<file path="config.mk">
export PLATFORM = sky130hd
export DESIGN_NAME = div_bus_master
export DESIGN_NICKNAME = d
export VERILOG_FILES = /design/src/rtl/div_bus_pkg.sv /design/src/rtl/div_bus_access.sv /design/src/rtl/div_bus_master.sv
export SDC_FILE = /design/constraint.sdc
export NUM_CORES = 1
export LEC_CHECK = 0
export CAP_MARGIN = 40
export CORE_ASPECT_RATIO = 1.25
export CORE_MARGIN = 4
export CORE_UTILIZATION = 43
export DETAILED_ROUTE_END_ITERATION = 8
export GPL_TIMING_DRIVEN = 0
export PLACE_DENSITY = 0.77
export RECOVER_POWER = 25
export SYNTH_ARGS = -nofsm -noshare
export SYNTH_HDL_FRONTEND = slang
export SYNTH_SLANG_ARGS = --single-unit
</file>
<file path="constraint.sdc">
create_clock -name CLK -period 1.94 [get_ports CLK]
set_input_delay 0.291 -clock CLK [delete_from_list [all_inputs] [get_ports CLK]]
set_output_delay 0.291 -clock CLK [all_outputs]
set_load 0.05 [all_outputs]
</file>
<file path="src/rtl/div_bus_pkg.sv">
// Shared constants and encodings for the divider bus initiator: register map,
// status bit index, sequencer states and access phases.
package div_bus_pkg;

  localparam logic [4:0] ADDR_DV    = 5'h04;
  localparam logic [4:0] ADDR_DR    = 5'h08;
  localparam logic [4:0] ADDR_START = 5'h0C;
  localparam logic [4:0] ADDR_RES   = 5'h10;
  localparam logic [4:0] ADDR_STAT  = 5'h14;
  localparam int         STAT_DONE_BIT = 0;

  typedef enum logic [2:0] {
    ST_IDLE,
    ST_WR_DV,
    ST_WR_DR,
    ST_WR_START1,
    ST_WR_START0,
    ST_POLL,
    ST_RD_RES,
    ST_FINISH
  } state_t;

  typedef enum logic [1:0] {
    PH_IDLE,
    PH_ACCESS,
    PH_GAP
  } phase_t;

endpackage

</file>
<file path="src/rtl/div_bus_access.sv">
// Single register access: one ACCESS cycle (cs plus rd or wr) then one all-zero
// GAP cycle. ack pulses in the GAP cycle, where the next access may be started.
module div_bus_access
  import div_bus_pkg::*;
#(
  parameter int DATA_W = 16
) (
  input  logic              CLK,
  input  logic              reset,
  input  logic              start,
  input  logic              op_wr,
  input  logic [4:0]        op_addr,
  input  logic [DATA_W-1:0] op_wdata,
  output logic              cs,
  output logic              rd,
  output logic              wr,
  output logic [4:0]        addr,
  output logic [DATA_W-1:0] bus_wdata,
  input  logic [DATA_W-1:0] bus_rdata,
  output logic [DATA_W-1:0] rdata,
  output logic              ack,
  output logic [1:0]        phase_dbg
);

  phase_t phase;

  // Read data is sampled by the caller on the edge that ends the ACCESS cycle.
  assign rdata     = bus_rdata;
  assign phase_dbg = phase;

  always_ff @(posedge CLK or negedge reset) begin
    if (!reset) begin
      phase     <= PH_IDLE;
      cs        <= 1'b0;
      rd        <= 1'b0;
      wr        <= 1'b0;
      addr      <= '0;
      bus_wdata <= '0;
      ack       <= 1'b0;
    end else begin
      ack <= 1'b0;
      if (phase == PH_ACCESS) begin
        phase     <= PH_GAP;
        cs        <= 1'b0;
        rd        <= 1'b0;
        wr        <= 1'b0;
        addr      <= '0;
        bus_wdata <= '0;
        ack       <= 1'b1;
      end else if (start) begin
        phase     <= PH_ACCESS;
        cs        <= 1'b1;
        rd        <= !op_wr;
        wr        <= op_wr;
        addr      <= op_addr;
        bus_wdata <= op_wr ? op_wdata : '0;
      end else begin
        phase <= PH_IDLE;
      end
    end
  end

endmodule

</file>
<file path="src/rtl/div_bus_master.sv">
// Hardware initiator for the divider peripheral: writes DV/DR, pulses START,
// polls DONE and reads the result. Build option DIV0_CHECK_EN short-circuits divisor==0.
module div_bus_master
  import div_bus_pkg::*;
#(
  parameter int         DATA_W     = 16,
  parameter logic [4:0] DV_ADDR    = ADDR_DV,
  parameter logic [4:0] DR_ADDR    = ADDR_DR,
  parameter logic [4:0] START_ADDR = ADDR_START,
  parameter logic [4:0] RES_ADDR   = ADDR_RES,
  parameter logic [4:0] STAT_ADDR  = ADDR_STAT,
  parameter int         POLL_MAX   = 255
) (
  input  logic              CLK,
  input  logic              reset,
  input  logic              req,
  input  logic [DATA_W-1:0] dividend,
  input  logic [DATA_W-1:0] divisor,
  output logic              busy,
  output logic              done,
  output logic [DATA_W-1:0] quotient,
  output logic              err,
  output logic              cs,
  output logic              rd,
  output logic              wr,
  output logic [4:0]        addr,
  output logic [DATA_W-1:0] bus_wdata,
  input  logic [DATA_W-1:0] bus_rdata
);

  localparam int PW = $clog2(POLL_MAX + 1);

  state_t            state;
  logic [DATA_W-1:0] dr_q;
  logic [PW-1:0]     poll_cnt;
  logic              acc_start, acc_wr, acc_ack;
  logic [4:0]        acc_addr;
  logic [DATA_W-1:0] acc_wdata, acc_rdata;
  logic [1:0]        acc_phase;
  logic              in_access, accept, div0;

`ifdef DIV0_CHECK_EN
  assign div0 = (divisor == '0);
`else
  assign div0 = 1'b0;
`endif

  assign accept    = (state == ST_IDLE) && req;
  assign in_access = (acc_phase == PH_ACCESS);

  // state already names the next operation during a GAP, so the next access
  // is launched from the ack without a bubble cycle.
  always_comb begin
    acc_start = 1'b0;
    acc_wr    = 1'b1;
    acc_addr  = '0;
    acc_wdata = '0;
    case (state)
      ST_IDLE: begin
        acc_start = accept && !div0;
        acc_addr  = DV_ADDR;
        acc_wdata = dividend;
      end
      ST_WR_DR: begin
        acc_start = acc_ack;
        acc_addr  = DR_ADDR;
        acc_wdata = dr_q;
      end
      ST_WR_START1: begin
        acc_start = acc_ack;
        acc_addr  = START_ADDR;
        acc_wdata = DATA_W'(1);
      end
      ST_WR_START0: begin
        acc_start = acc_ack;
        acc_addr  = START_ADDR;
      end
      ST_POLL: begin
        acc_start = acc_ack;
        acc_wr    = 1'b0;
        acc_addr  = STAT_ADDR;
      end
      ST_RD_RES: begin
        acc_start = acc_ack;
        acc_wr    = 1'b0;
        acc_addr  = RES_ADDR;
      end
      default: ;
    endcase
  end

  always_ff @(posedge CLK or negedge reset) begin
    if (!reset) begin
      state    <= ST_IDLE;
      dr_q     <= '0;
      poll_cnt <= '0;
      busy     <= 1'b0;
      done     <= 1'b0;
      quotient <= '0;
      err      <= 1'b0;
    end else begin
      done <= 1'b0;
      case (state)
        ST_IDLE: begin
          if (accept && div0) begin
            done     <= 1'b1;
            err      <= 1'b1;
            quotient <= '1;
          end else if (accept) begin
            dr_q  <= divisor;
            busy  <= 1'b1;
            err   <= 1'b0;
            state <= ST_WR_DV;
          end
        end
        ST_WR_DV:     if (in_access) state <= ST_WR_DR;
        ST_WR_DR:     if (in_access) state <= ST_WR_START1;
        ST_WR_START1: if (in_access) state <= ST_WR_START0;
        ST_WR_START0: begin
          if (in_access) begin
            poll_cnt <= '0;
            state    <= ST_POLL;
          end
        end
        ST_POLL: begin
          if (in_access) begin
            if (acc_rdata[STAT_DONE_BIT]) begin
              state <= ST_RD_RES;
            end else if (poll_cnt == PW'(POLL_MAX - 1)) begin
              state    <= ST_FINISH;
              done     <= 1'b1;
              err      <= 1'b1;
              quotient <= '0;
            end else begin
              poll_cnt <= poll_cnt + 1'b1;
            end
          end
        end
        ST_RD_RES: begin
          if (in_access) begin
            quotient <= acc_rdata;
            done     <= 1'b1;
            state    <= ST_FINISH;
          end
        end
        ST_FINISH: begin
          if (acc_ack) begin
            busy  <= 1'b0;
            state <= ST_IDLE;
          end
        end
        default: state <= ST_IDLE;
      endcase
    end
  end

  div_bus_access #(.DATA_W(DATA_W)) u_access (
    .CLK       (CLK),
    .reset     (reset),
    .start     (acc_start),
    .op_wr     (acc_wr),
    .op_addr   (acc_addr),
    .op_wdata  (acc_wdata),
    .cs        (cs),
    .rd        (rd),
    .wr        (wr),
    .addr      (addr),
    .bus_wdata (bus_wdata),
    .bus_rdata (bus_rdata),
    .rdata     (acc_rdata),
    .ack       (acc_ack),
    .phase_dbg (acc_phase)
  );

endmodule

</file>
==> flow_metrics.env, run 1 <==
export IMPL_routed_via_density=5.47
export IMPL_clockRootBuffer="clkbuf_8"
export IMPL_drc=0
export IMPL_wl_per_cell_um=16.7
export IMPL_mostFrequentLayoutCell="clkdlybuf4s50_1"
export IMPL_slew_violations=0
export IMPL_io_pins=94
export IMPL_required_ps=2230
export IMPL_cts_sinks=69
export IMPL_synthesis_area_mm2=0.00318
export IMPL_cts_max_level=3
export IMPL_io_buffer_count=91
export IMPL_grt_pass1_vias=2530
export IMPL_path_max_fanout=9
export IMPL_dp_hpwl_um=5500
export IMPL_synth_area_top_cells="dfrtp_1 (54%), a22o_1 (12%), mux2_2 (6.0%), ha_1 (2.4%), buf_4 (1.7%)"
export IMPL_cts_inserted_buffers=9
export IMPL_leakage_uw=0.00203
export IMPL_max_cap_viol_count=0
export IMPL_grt_pass1_wl_um=12500
export IMPL_antenna_left=0
export IMPL_die_height_um=104
export IMPL_start_util_pct=45.0
export IMPL_ys_seq_area_share_pct=54.4
export IMPL_slew_headroom_pct=52.8
export IMPL_period_share_pct=102
export IMPL_dieArea_mm2=0.00883
export IMPL_grt_use_total_pct=17.7
export IMPL_final_area_mm2=0.00469
export IMPL_hold_path_class="reg2reg"
export IMPL_cts_tree="done"
export IMPL_overflow=0
export IMPL_yosys_register_bits=69
export IMPL_grt_max_degree=42
export IMPL_criticalPathCategory="reg2reg"
export IMPL_grt_setup_unrepaired="true"
export IMPL_dr_first_iter_drc_count=83
export IMPL_crit_start="state[0]"
export IMPL_numPlacedInstances=446
export IMPL_num_nets_final=436
export IMPL_status="complete, but fails checks"
export IMPL_place_area_mm2=0.00422
export IMPL_core_area_mm2=0.00706
export IMPL_slowest_stage="dfrtp_1"
export IMPL_worst_slew_pin_slew_ps=709
export IMPL_period_needed_ps=1970
export IMPL_yosysTopAreaCell="dfrtp_1"
export IMPL_violations="setup timing"
export IMPL_clock_path_buffers=2
export IMPL_antenna_found_initial=0
export IMPL_min_from="quotient[0]"
export IMPL_dpl_worst_slack_ps=-160
export IMPL_syn_inst=263
export IMPL_clk_pin_slew_ps=80
export IMPL_multi_input_area_mm2=0.00143
export IMPL_async_flop_share_pct=100
export IMPL_syn2layout_area_growth_pct=47.6
export IMPL_die_width_um=84.9
export IMPL_final_cell_mix="clkdlybuf4s50_1 (89), dfrtp_1 (69), a22o_1 (44), mux2_2 (17), buf_4 (14)"
export IMPL_synth_top_area_share_pct=54.4
export IMPL_drive_gt1_share_pct=23.7
export IMPL_peakVddDrop_uv=934
export IMPL_synth_distinct_cells=43
export IMPL_fill_cells=548
export IMPL_setup_ws_ps=-34.3
export IMPL_powerDensity_mw_per_mm2=1800
export IMPL_yosysWarnings=0
export IMPL_cp_end_kind="flip-flop"
export IMPL_layout_area_seq_mm2=0.00173
export IMPL_start_kind="flip-flop"
export IMPL_num_rows=34
export IMPL_finalWeightedCongestion=0.850
export IMPL_ys_flop_type="dfrtp_1"
export IMPL_path_cells="buf_4 -> ha_4 -> o21a_1 -> o31ai_4 -> and3_4 -> clkbuf_16 -> a22o_1"
export IMPL_synth_edf_count=0
export IMPL_clock_fmax_mhz=507
export IMPL_via_count=2592
export IMPL_fin_tns_setup_ps=-305
export IMPL_clkLatencyLatePin_ps=350
export IMPL_firstDrtPassIters=4
export IMPL_antenna_cells=0
export IMPL_crit_arrival_ps=2260
export IMPL_finalHoldViolCount=0
export IMPL_instances_no_fill=474
export IMPL_setup_viol=16
export IMPL_worst_clock_skew_ps=8.30
export IMPL_reg2reg_from="state[0]"
export IMPL_drt_wl_total_um=7920
export IMPL_max_stage_delay_ps=420
export IMPL_synth_area_per_cell_um2=12.1
==> timing repair <==
| item | 4_1_cts | 5_1_grt |
|---|---|---|
| setup buffers | 1 | 8 |
| cloned | 0 | 3 |
| pin swaps | 2 | 25 |
| endpoints found under the hold margin | 28 | 0 |
| resized for setup | 11 | 32 |
| setup endpoints to repair | 45 | 50 |
| hold buffers | 1 | 0 |
==> cell usage after synthesis, types with 5 or more instances <==
library cell,n
nor3_1,5
ha_1,6
dfrtp_1,69
nand2_1,12
buf_4,7
a21oi_1,9
o21a_1,5
nor2_1,9
mux2_2,17
inv_1,7
buf_2,7
a22o_1,44
o21ai_0,8
a22o_2,5
==> metal layers <==
metal  GRT usage, %  part of all wire [%]  vias to the layer above
met2           28.7                    51                       88
met5              0                     0                        -
met4           8.94                   3.0                        0
met3           4.12                   5.6                       22
met1           21.8                    40                     1256
li1               -                     -                     1226
==> through the flow <==
stage	hold slack (ps)	util [%]	power, uW
floorplan	-4.59	-	5280
CTS	426	63.1	7890
global route	514	66.4	8880
global placement	476	59.5	6540
detailed placement	244	59.8	6630
finish	495	66.4	8450
==> layout make-up <==
type,count,share of cell area [%]
Sequential cell,69,36.8
Buffer,17,3.18
Timing Repair Buffer,105,22.3
Multi-Input combinational cell,170,30.4
Inverter,7,0.561
Clock buffer,11,3.02
Tap cell,90,2.40
Clock inverter,5,1.28
==> report_power, final <==
part           internal [uW]  switching (uW)  leakage [uW]
clock network            631             544     0.0000995
registers               2050             393      0.000878
logic                   2120            2720       0.00105
total                   4800            3650       0.00203
==> flip-flops by register name, indices dropped and copies added (netlist names), 2 cells and up <==
| name | cells |
|---|---|
| u_access.addr | 2 |
| dr_q | 16 |
| poll_cnt | 8 |
| state | 3 |
| quotient | 16 |
| u_access.bus_wdata | 16 |
==> path summary, 6_finish.rpt <==
kind | depth (start not counted) | end | slack [ps]
setup / recovery | 7 | u_access.bus_wdata[10] | -30
hold / removal | 1 | quotient[0] | 500
setup reg to reg | 7 | u_access.bus_wdata[10] | -30
hold reg to reg | 1 | quotient[0] | 500
max in group asynchronous | 3 | u_access.cs | 330
min in group asynchronous | 2 | u_access.bus_wdata[0] | 540
==> logic make-up (layout without fill, tap and decap cells) <==
| group | Yosys count | in the layout | share of synthesized area [%] |
|---|---|---|---|
| and+or+nand+nor | 58 | 58 | 10.6 |
| other | 1 | 2 | 0.118 |
| adders and majority gates | 6 | 6 | 2.36 |
| DFF | 69 | 69 | 54.4 |
| muxes | 19 | 19 | 6.66 |
| AOI/OAI and AO/OA | 85 | 85 | 21.6 |
| buffers and inverters | 25 | 145 | 4.33 |
==> critical path: cells and delay by family, from the launching register on <==
family	cells	cell delay [ps]
buffers and inverters	2	320
adders and majority gates	1	190
DFF	1	420
and+or+nand+nor	1	320
AOI/OAI and AO/OA	3	660
Power figures use the tool's default switching activity.
==> run 2, diff against run 1 <==
--- a/config.mk
+++ b/config.mk
@@ -8,11 +8,11 @@
 export CAP_MARGIN = 40
 export CORE_ASPECT_RATIO = 1.25
 export CORE_MARGIN = 4
-export CORE_UTILIZATION = 43
+export CORE_UTILIZATION = 51
 export DETAILED_ROUTE_END_ITERATION = 8
 export GPL_TIMING_DRIVEN = 0
-export PLACE_DENSITY = 0.77
-export RECOVER_POWER = 25
+export PLACE_DENSITY = 0.85
+export RECOVER_POWER = 100
 export SYNTH_ARGS = -nofsm -noshare
 export SYNTH_HDL_FRONTEND = slang
 export SYNTH_SLANG_ARGS = --single-unit
==> constraint.sdc (replaced) <==
create_clock -name CLK -period 2.4 [get_ports CLK]
set_input_delay 0.36 -clock CLK [delete_from_list [all_inputs] [get_ports CLK]]
set_output_delay 0.36 -clock CLK [all_outputs]
set_load 0.05 [all_outputs]
==> run 2 against run 1 <==
Net effect:
- the flow finishes with violations (capacitance limit, slew limit)
- global-route usage up 4.1 points
- clock-buffer cell count down 2
- wire length down 3.2%
- critical endpoint is now quotient[1]
- largest power group unchanged
==> flow_metrics.env, run 2 (synthesis results as in run 1) <==
export IMPL_status="complete, but fails checks"
export IMPL_violations="capacitance limit, slew limit"
export IMPL_setup_viol=0
export IMPL_antenna_found_initial=0
export IMPL_criticalPathCategory="reg2reg"
export IMPL_via_count=2535
export IMPL_syn2layout_area_growth_pct=38.5
export IMPL_instances_no_fill=453
export IMPL_period_needed_ps=2180
export IMPL_peakVddDrop_uv=767
export IMPL_cts_max_level=3
export IMPL_grt_pass1_wl_um=12700
export IMPL_clkLatencyLatePin_ps=350
export IMPL_grt_setup_unrepaired="false"
export IMPL_cts_inserted_buffers=9
export IMPL_slew_headroom_pct=-9.92
export IMPL_dr_first_iter_drc_count=150
export IMPL_clockRootBuffer="clkbuf_8"
export IMPL_io_buffer_count=91
export IMPL_path_max_fanout=10
export IMPL_dpl_worst_slack_ps=324
export IMPL_cts_tree="done"
export IMPL_crit_family="simple AND/OR/NAND/NOR gates"
export IMPL_grt_max_degree=70
export IMPL_r2r_end="quotient[1]"
export IMPL_r2r_cells=8
export IMPL_final_area_mm2=0.00440
export IMPL_path_cells="inv_1 -> ha_1 -> clkbuf_2 -> and2_0 -> o31ai_1 -> nor3b_2 -> clkbuf_2 -> a22o_2"
export IMPL_cp_num_buf_inv=3
export IMPL_clock_fmax_mhz=458
export IMPL_die_height_um=96.2
export IMPL_period_share_pct=90.9
export IMPL_cts_setup_buffers=0
export IMPL_required_ps=2700
export IMPL_cp_depth=8
export IMPL_hold_buffers=0
export IMPL_start_util_pct=53.5
export IMPL_antenna_left=0
export IMPL_grt_use_total_pct=21.8
export IMPL_overflow=0
export IMPL_worst_path_most_repeated_cell="clkbuf_2"
export IMPL_core_area_mm2=0.00593
export IMPL_final_cell_mix="dfrtp_1 (69), clkdlybuf4s50_1 (49), a22o_1 (44), dlygate4sd3_1 (41), mux2_2 (17)"
export IMPL_firstDrtPassIters=4
export IMPL_finalWeightedCongestion=0.836
export IMPL_layout_area_seq_mm2=0.00173
export IMPL_slowest_stage="nor3b_2"
export IMPL_drc=0
export IMPL_numPlacedInstances=437
export IMPL_setup_ws_ps=218
export IMPL_worst_slew_pin_slew_ps=1650
export IMPL_powerDensity_mw_per_mm2=1440
export IMPL_hold_path_class="in2async"
export IMPL_die_width_um=78.6
export IMPL_clk_pin_slew_ps=80
export IMPL_worst_clock_skew_ps=7.49
export IMPL_antenna_cells=0
export IMPL_multi_input_area_mm2=0.00130
export IMPL_cp_end_kind="flip-flop"
export IMPL_dp_hpwl_um=5530
export IMPL_drt_wl_total_um=7670
export IMPL_fill_cells=408
export IMPL_io_pins=94
export IMPL_reg2reg_slack_ps=220
export IMPL_max_stage_delay_ps=440
export IMPL_place_area_mm2=0.00419
export IMPL_num_rows=31
export IMPL_slew_violations=70
export IMPL_num_nets_final=423
export IMPL_drive_gt1_share_pct=16.2
export IMPL_reg2reg_from="state[1]"
export IMPL_start_kind="flip-flop"
export IMPL_max_cap_viol_count=1
export IMPL_mostFrequentLayoutCell="dfrtp_1"
export IMPL_dieArea_mm2=0.00756
export IMPL_wl_per_cell_um=16.9
export IMPL_cts_sinks=69
export IMPL_finalHoldViolCount=0
export IMPL_cts_resized_gates=0
export IMPL_clock_path_buffers=2
export IMPL_crit_arrival_ps=2480
export IMPL_reg_top3="dr_q (16), quotient (16), u_access.bus_wdata (16)"
export IMPL_leakage_uw=0.00201
export IMPL_grt_pass1_vias=2728
export IMPL_routed_via_density=5.60
[run 2: power by group]
group	internal, uW	leakage [uW]	switching [uW]
clock	603	0.000113	484
combinational	1230	0.00102	2050
sequential	1650	0.000878	291
total	3480	0.00201	2830
[run 2: per-stage QoR]
stage | total power [uW] | setup TNS (ps) | util (%) | hold slack [ps]
5_1_grt | 6670 | 0 | 74.1 | 516
4_1_cts | 6490 | 0 | 74.5 | 138
2_1_floorplan | 4270 | 0 | - | 64.4
3_3_place_gp | 5270 | -84330 | 70.7 | 478
6_report | 6310 | 0 | 74.1 | 428
3_5_place_dp | 5370 | 0 | 70.6 | 481
[run 2: worst max-delay path by stage]
stage	slack (ps)	to	from
final	220	quotient[1]	state[1]
after global routing	50	u_access.bus_wdata[15]	state[0]
after CTS	250	u_access.bus_wdata[15]	state[0]
after detailed placement	320	state[1]	state[1]
after global placement	-1220	poll_cnt[5]	reset
after floorplan	590	dr_q[10]	state[0]
[run 2: cell type report]
type / count / area share (%)
Sequential cell: 69 / 39.3
Clock buffer: 9 / 2.82
Multi-Input combinational cell: 170 / 29.6
Tap cell: 82 / 2.33
Timing Repair Buffer: 91 / 20.6
Inverter: 7 / 0.597
Clock inverter: 7 / 2.39
Buffer: 18 / 2.36
[run 2: per-layer routing]
metal	vias up	routed length (um)	track usage, %
met2	85	3990	38.8
li1	1199	-	-
met4	0	161	7.87
met5	-	0	0
met3	16	520	7.02
met1	1235	3000	24.4
[run 2: worst reg2reg max path, stage by stage, from the launching register on]
cell and delay [ps]:
dfrtp_1 390, inv_1 80, ha_1 190, clkbuf_2 170, and2_0 260, o31ai_1 120, nor3b_2 440, clkbuf_2 310
a22o_2 170
==> run 3, diff against run 2 <==
--- a/config.mk
+++ b/config.mk
@@ -9,6 +9,7 @@
 export CORE_ASPECT_RATIO = 1.25
 export CORE_MARGIN = 4
 export CORE_UTILIZATION = 51
+export CTS_CLUSTER_SIZE = 28
 export DETAILED_ROUTE_END_ITERATION = 8
 export GPL_TIMING_DRIVEN = 0
 export PLACE_DENSITY = 0.85
==> results of run 3 <==
Final layout, timing and power as in run 2 (identical DEF).
